**config.mk**
```make
export PLATFORM = sky130hd
export DESIGN_NAME = rr_arbiter4
export DESIGN_NICKNAME = d
export VERILOG_FILES = /design/src/rtl/rr_arbiter4_pkg.sv /design/src/rtl/rr_pick4.sv /design/src/rtl/rr_arbiter4.sv
export SDC_FILE = /design/constraint.sdc
export NUM_CORES = 1
export LEC_CHECK = 0
export ABC_CLOCK_PERIOD_IN_PS = 4300
export CAP_MARGIN = 20
export CORE_MARGIN = 2
export CORE_UTILIZATION = 57
export DETAILED_ROUTE_END_ITERATION = 6
export GPL_TIMING_DRIVEN = 0
export PLACE_DENSITY = 0.93
export SLEW_MARGIN = 20
export SYNTH_ARGS = -nofsm -noshare
export SYNTH_HDL_FRONTEND = slang
export SYNTH_SLANG_ARGS = --single-unit
```
**constraint.sdc**
```tcl
create_clock -name clk -period 4.3 [get_ports clk]
set_input_delay 1.29 -clock clk [delete_from_list [all_inputs] [get_ports clk]]
set_output_delay 1.29 -clock clk [all_outputs]
set_load 0.01 [all_outputs]
```
**src/rtl/rr_arbiter4_pkg.sv**
```systemverilog
// Shared types and constants for the four-requester round-robin arbiter.
package rr_arbiter4_pkg;

    localparam int unsigned NREQ  = 4;
    localparam int unsigned IDX_W = 2;

    // Two-bit encoding leaves spare codes so a corrupted state has somewhere to recover from.
    typedef enum logic [1:0] {
        StIdle  = 2'b00,
        StGrant = 2'b01
    } state_e;

endpackage

```
**src/rtl/rr_pick4.sv**
```systemverilog
// Combinational rotating-priority pick: first set request at or after ptr, wrapping 3->0.
module rr_pick4
    import rr_arbiter4_pkg::*;
(
    input  logic [NREQ-1:0]  req,
    input  logic [IDX_W-1:0] ptr,
    output logic [NREQ-1:0]  win,
    output logic [IDX_W-1:0] win_idx,
    output logic             any
);

    always_comb begin
        logic [IDX_W-1:0] j;
        win     = '0;
        win_idx = '0;
        any     = |req;
        j       = '0;
        // Walk from the farthest offset back to ptr so the nearest hit is the last write.
        for (int k = int'(NREQ) - 1; k >= 0; k--) begin
            j = ptr + IDX_W'(k);
            if (req[j]) begin
                win     = '0;
                win[j]  = 1'b1;
                win_idx = j;
            end
        end
    end

endmodule

```
**src/rtl/rr_arbiter4.sv**
```systemverilog
// Round-robin arbiter with registered one-hot grant, valid/ready handshake and a
// saturating count of completed grants.
module rr_arbiter4
    import rr_arbiter4_pkg::*;
#(
    parameter int unsigned RESET_PTR = 0,
    parameter int unsigned CNT_W     = 8
) (
    input  logic             clk,
    input  logic             rst,
    input  logic [NREQ-1:0]  req,
    input  logic             ready,
    output logic [NREQ-1:0]  gnt,
    output logic [IDX_W-1:0] idx,
    output logic             valid,
    output logic [CNT_W-1:0] gnt_cnt
);

    state_e           state_q, state_d;
    logic [IDX_W-1:0] ptr_q, ptr_d;
    logic [NREQ-1:0]  gnt_q, gnt_d;
    logic [IDX_W-1:0] idx_q, idx_d;
    logic             valid_q, valid_d;
    logic [CNT_W-1:0] cnt_q, cnt_d;

    logic [IDX_W-1:0] pick_ptr;
    logic [NREQ-1:0]  pick_win;
    logic [IDX_W-1:0] pick_idx;
    logic             pick_any;
    logic             handshake;

    assign handshake = (state_q == StGrant) && valid_q && ready;

    // On a handshake the next winner is chosen with the pointer that is about to be stored.
    assign pick_ptr = handshake ? idx_q + IDX_W'(1) : ptr_q;

    rr_pick4 u_pick (
        .req     (req),
        .ptr     (pick_ptr),
        .win     (pick_win),
        .win_idx (pick_idx),
        .any     (pick_any)
    );

    always_comb begin
        state_d = state_q;
        ptr_d   = ptr_q;
        gnt_d   = gnt_q;
        idx_d   = idx_q;
        valid_d = valid_q;
        cnt_d   = cnt_q;

        case (state_q)
            StIdle: begin
                gnt_d   = '0;
                idx_d   = '0;
                valid_d = 1'b0;
                if (pick_any) begin
                    gnt_d   = pick_win;
                    idx_d   = pick_idx;
                    valid_d = 1'b1;
                    state_d = StGrant;
                end
            end
            StGrant: begin
                if (handshake) begin
                    ptr_d = pick_ptr;
                    if (~&cnt_q) begin
                        cnt_d = cnt_q + CNT_W'(1);
                    end
                    if (pick_any) begin
                        gnt_d   = pick_win;
                        idx_d   = pick_idx;
                        valid_d = 1'b1;
                    end else begin
                        gnt_d   = '0;
                        idx_d   = '0;
                        valid_d = 1'b0;
                        state_d = StIdle;
                    end
                end
            end
            default: begin
                gnt_d   = '0;
                idx_d   = '0;
                valid_d = 1'b0;
                state_d = StIdle;
            end
        endcase
    end

    always_ff @(posedge clk or posedge rst) begin
        if (rst) begin
            state_q <= StIdle;
            ptr_q   <= IDX_W'(RESET_PTR);
            gnt_q   <= '0;
            idx_q   <= '0;
            valid_q <= 1'b0;
            cnt_q   <= '0;
        end else begin
            state_q <= state_d;
            ptr_q   <= ptr_d;
            gnt_q   <= gnt_d;
            idx_q   <= idx_d;
            valid_q <= valid_d;
            cnt_q   <= cnt_d;
        end
    end

    assign gnt     = gnt_q;
    assign idx     = idx_q;
    assign valid   = valid_q;
    assign gnt_cnt = cnt_q;

endmodule

```
* Word-level counts from Yosys, hierarchy flattened
Cells that the tools add are included.
Storage, ports and cells: output and inout bits 15, register bits 19, input bits 7, logic and storage cells 74
Cells by class: magnitude comparators 8, equal/unequal tests 4, $add $sub $neg 5, reductions and logical operators 12, bitwise operators 1, muxes and demuxes 38
Operator list (count):
- 4-bit 2-to-1 mux | 6
- 2-bit 2-to-1 mux | 10
- 2-bit by 3-bit < comparator with 1-bit output, second input constant | 4
- 1-bit 2-to-1 mux | 10
- 8-bit by 1-bit adder with 8-bit output, second input constant | 1
- 1-bit binary-select mux with 2-bit select | 4
- 1-bit demux with 2-bit select | 4
- 2-bit by 1-bit >= comparator with 1-bit output, second input constant | 4
- 2-bit one-hot mux with 2 select lines | 2
- 4-bit one-hot mux with 2 select lines | 1
- 8-bit AND reduction | 1
- 1-bit logical AND | 6
- 2-bit inequality test, second input constant | 3
- 3-bit AND reduction | 2
- 2-bit by 1-bit adder with 2-bit output, second input constant | 2
- 2-bit adder, second input constant | 2
- 4-bit OR reduction | 1
- 2-bit by 1-bit == test with 1-bit output, second input constant | 1
- 2-bit zero test | 1
- 1-bit one-hot mux with 2 select lines | 1
- 2-bit AND reduction | 1
- 1-bit inverter | 1

* Depth between registers and ports, before layout
depth after elaboration 16, depth in mapped cells 11

* Cells and area by module
A second synthesis with hierarchy kept.
Unflattened totals: cell total of the unflattened synthesis 136, area total of the unflattened synthesis 1375.1 sq um
Modules (own cells, without submodules):
- rr_arbiter4 | times used 1, cells each 74, area an instance 877.1 sq um, sequential area each 450.4 sq um
- rr_pick4 | times used 1, cells each 62, area an instance 498.0 sq um, sequential area each 0.0 sq um

* Worst setup path before layout
Ideal clock, no wire load.
path type input -> register, start point input port ready, end point register gnt_q[0] (netlist: gnt[0]), setup slack 1.084 ns, library setup time 0.065 ns, buffers on the path 1, cell stages on the path 8, arrival time 3.151 ns, required time 4.235 ns, cell sequence and3_4 > mux2i_4 > buf_4 > inv_1 > ha_1 > mux2_2 > o311ai_1 > a41o_2
Between the ends: word-level cells in the longest chain between the ends 14
Ends and longest elaborated chain:
- start: declaration | RTL line rr_arbiter4.sv:12 | input logic ready,
- 1-bit logical AND (*) | RTL line rr_arbiter4.sv:32 | assign handshake = (state_q == StGrant) && valid_q && ready;
- 2-bit 2-to-1 mux | RTL line rr_arbiter4.sv:35 | assign pick_ptr = handshake ? idx_q + IDX_W'(1) : ptr_q;
- 2-bit adder | RTL line rr_pick4.sv:20 | j = ptr + IDX_W'(k);
- 2-bit by 3-bit < comparator with 1-bit output (implied by the code) or 2-bit by 1-bit >= comparator with 1-bit output (tied branches) | RTL line rr_pick4.sv:23 | win[j] = 1'b1;
- 1-bit logical AND (implied by the code) | RTL line rr_pick4.sv:23
- 1-bit 2-to-1 mux (implied by the code) | RTL line rr_pick4.sv:23
- 1-bit demux with 2-bit select
- 4-bit 2-to-1 mux (4 in series) | RTL line rr_pick4.sv:21 | if (req[j]) begin
- 4-bit 2-to-1 mux | RTL line rr_arbiter4.sv:58, rr_arbiter4.sv:71
- 4-bit 2-to-1 mux | RTL line rr_arbiter4.sv:66 | if (handshake) begin
- 4-bit one-hot mux with 2 select lines | RTL line rr_arbiter4.sv:53 | case (state_q)
- end signal: assignment | RTL line rr_arbiter4.sv:103 | gnt_q <= gnt_d;
- end: declaration | RTL line rr_arbiter4.sv:21 | logic [NREQ-1:0] gnt_q, gnt_d;
Every way passes the cells marked *; elsewhere a longest branch is shown, timed or not. The select of a mux whose other input is x is not followed. A chain may end at the register's enable or synchronous reset.

* Final worst setup path
Same ends and word-level chain as after synthesis.

==> run summary <==
OUTCOME
--------------------------------------------------------------------------------------------------------
Status                                                                                         completed

SETUP PATH
--------------------------------------------------------------------------------------------------------
Worst stage delay on the critical path                                                           0.58 ns
Crit. End Element                                                                              flip-flop
Cells along the critical path                                                               clkdlybuf4s50_1 > and3_4 > mux2i_4 > buf_4 > inv_1 > ha_1 > mux2_2 > o311ai_1 > a41o_2
Critical path data required time                                                                 4.53 ns
Class of the most critical setup path                                                             in2reg
CP arrival                                                                                       4.06 ns
Critical path peak fanout                                                                             10
Cell with the largest stage delay on the worst path                                         sky130_fd_sc_hd__clkdlybuf4s50_1
Type of element launching the critical path                                                 primary input

LAYOUT
--------------------------------------------------------------------------------------------------------
Area growth from synthesis to final layout                                                         20.0%
Utilization after layout                                                                           0.727
Ratio of cells with drive above 1 in the final layout                                              0.109
Number of antenna diodes                                                                               0
Top library cells by usage in the layout, fill and taps aside                               sky130_fd_sc_hd__clkdlybuf4s50_1, sky130_fd_sc_hd__dfrtp_1, sky130_fd_sc_hd__nand2_1
Number of nets in the finished design                                                                186
Fin area                                                                                       1610 um^2
Fillers                                                                                              185
Commonest non-fill, non-tap cell in the layout                                              sky130_fd_sc_hd__clkdlybuf4s50_1

TIMING
--------------------------------------------------------------------------------------------------------
Worst hold slack across all endpoints                                                           0.492 ns
Upper clock frequency limit                                                                      261 MHz
Worst-Margin Slew                                                                               0.882 ns
Final worst path period need                                                                     3.83 ns
RSZ-0062 raised after global routing                                                               false
Number of failing hold endpoints at the final stage                                                    0
Max-slew violation count                                                                               0
Total of endpoints with negative setup slack in the final report                                       0
Final Cycle Share                                                                                  0.891
Setup TNS                                                                                           0 ns
Max-Slew Margin vs Limit                                                                           0.406
Maximum clock skew at final layout                                                            0.00356 ns

GLOBAL ROUTING
--------------------------------------------------------------------------------------------------------
Number of global-route vias before repair                                                           1155
Gr usage total                                                                                     0.276
Initial antenna violation count                                                                        0
Maximum number of pins on one net before global-route repair                                          19
Total overflow reported by the global router                                                           0
Global-route wire length before repair                                                           5.58 mm

PWR
--------------------------------------------------------------------------------------------------------
Pwr per Cell Area                                                                            725 nW/um^2
Flop pwr share                                                                                     0.265
Switching power total                                                                           0.532 mW
Internal power of the cells                                                                     0.633 mW
Worst vdd rail ir drop                                                                            497 uV
Combinational share of power                                                                       0.666
Static Leak                                                                                     0.696 nW
Switching part of the total                                                                        0.456
Clock Power Share                                                                                  0.069

CLOCK TREE
--------------------------------------------------------------------------------------------------------
Clock root buffer                                                                           sky130_fd_sc_hd__clkbuf_4
CTS tree                                                                                           built
Number of levels in the clock H-tree                                                                   1
PostCTS Resize Cnt                                                                                     0
Post-CTS clock slew at the launch and capture registers of the worst setup and hold paths        0.09 ns
Clock buffer depth                                                                                     2
Number of clock sinks seen by CTS                                                                     18
Inserted Clock Buffers                                                                                 3
Post-CTS Setup Inserts                                                                                 0
Number of hold buffers added after CTS                                                                 0
Clock latency of the later-clocked register in the worst-skew pair                               0.29 ns

YOSYS
--------------------------------------------------------------------------------------------------------
Number of enable flip-flop cells after synthesis                                                       0
Most common flop cell mapped by yosys                                                       sky130_fd_sc_hd__dfrtp_1
Sequential-to-total area share from yosys stat                                                     0.336
Synthesized netlist cell count                                                                       151
Async set-or-reset flop fraction in the synthesized netlist                                         1.00
Number of nets produced by synthesis                                                                 160
Count of different cell masters after synthesis                                                       49
Synthesized area per cell                                                                      8.87 um^2
Flop and latch count out of synthesis                                                                 18
Combined area of all synthesized cells                                                         1340 um^2
Warning count from the yosys run                                                                       0

FLOORPLANNING
--------------------------------------------------------------------------------------------------------
Die outline height                                                                               52.5 um
Core area                                                                                      2210 um^2
IO Pins                                                                                               22
Standard-cell rows                                                                                    17
Initial cell density of the core                                                                   0.606
Die width                                                                                        52.5 um
Die area                                                                                       2750 um^2

PLACEMENT
--------------------------------------------------------------------------------------------------------
Placed inst area                                                                               1590 um^2
Hpwl dp                                                                                          2.53 mm
Placer Congestion                                                                                  0.939
IO buf count                                                                                          21

ROUTE
--------------------------------------------------------------------------------------------------------
Post-route antenna net violation count                                                                 0
Vias                                                                                                1299
First-iteration detailed-routing DRC count                                                            94
Drt first pass iters                                                                                   4
Ratio of routed vias to standard cells                                                              6.40
DR WL/cell                                                                                       16.6 um
Residual DRC                                                                                           0
Total Wirelength                                                                                 3.37 mm

FLOW RUN
--------------------------------------------------------------------------------------------------------
Max-cap violation count                                                                                0

HOLD PATH
--------------------------------------------------------------------------------------------------------
Class of the tightest hold or removal check                                                      reg2reg

==> critical path, delay by kind of cell <==
family / cells / cell delay, ns
buf+inv: 3 / 0.87
mux: 2 / 0.69
fa+ha+maj: 1 / 0.36
compound gates: 2 / 0.60
simple gates: 1 / 0.26
==> area by class of cell <==
type                       instances  area [um^2]  share of cell area
buffer                             7         40.0              0.0249
clock buffer                       3         22.5              0.0140
inverter                          11         43.8              0.0272
multi-input combinational        115          806               0.501
sequential                        18          450               0.280
tap                               28         35.0              0.0218
timing repair buffer              21          210               0.131
==> logic make-up (layout without fill, tap and decap cells) <==
group / Yosys count / after routing / synth area share
simple gates: 42 / 42 / 0.156
mux: 17 / 17 / 0.144
flops: 18 / 18 / 0.336
compound gates: 46 / 46 / 0.231
xor+xnor: 8 / 8 / 0.0523
buf+inv: 18 / 42 / 0.0626
fa+ha+maj: 2 / 2 / 0.0187
==> path summary, 6_finish.rpt <==
check	slack, ns	startpoint	to	cells after the start
min in group asynchronous	1.40	rst	gnt_cnt[5]	2
max in group asynchronous	2.47	rst	gnt[3]	2
setup / recovery	0.47	ready	gnt[0]	9
hold reg to reg	0.49	gnt_cnt[4]	gnt_cnt[4]	1
setup reg to reg	1.55	valid	gnt[0]	8
hold / removal	0.49	gnt_cnt[4]	gnt_cnt[4]	1
==> Yosys cell counts (all sizes together), types with 4 or more instances <==
cell | number | area, um^2
dfrtp | 18 | 450
buf | 4 | 28.8
a31oi | 5 | 31.3
o21ai | 13 | 65.1
and3 | 5 | 36.3
xnor2 | 6 | 52.6
nor2 | 7 | 26.3
inv | 11 | 43.8
a21oi | 7 | 35.0
mux2i | 12 | 133
nand2 | 17 | 63.8
mux2 | 5 | 60.1
==> state kept, by name, indices dropped and copies added (netlist names) <==
name     count
gnt_cnt      8
gnt          4
idx          2
ptr_q        2
state_q      1
valid        1
==> power by group through the flow <==
stage	Clock (mW)	Sequential [mW]	Combinational [mW]
after global placement	0	0.306	0.739
after floorplan	0	0.329	0.493
after CTS	0.0836	0.308	0.766
after global routing	0.0891	0.320	0.841
after detailed placement	0	0.311	0.762
final	0.0799	0.309	0.776
==> per-stage QoR <==
stage / power, mW / std cells / setup slack (ns)
global route: 1.25 / 203 / 0.376
global placement: 1.05 / 200 / 0.211
detailed placement: 1.07 / 200 / 0.172
finish: 1.16 / 203 / 0.469
floorplan: 0.821 / 151 / 1.08
CTS: 1.16 / 203 / 0.473
==> metal layers <==
metal  track usage  wire (um)
met5             0          0
met1         0.388       1510
met2         0.448       1600
met4        0.0427         33
met3        0.0514        222
(Power assumes the default switching activity.)
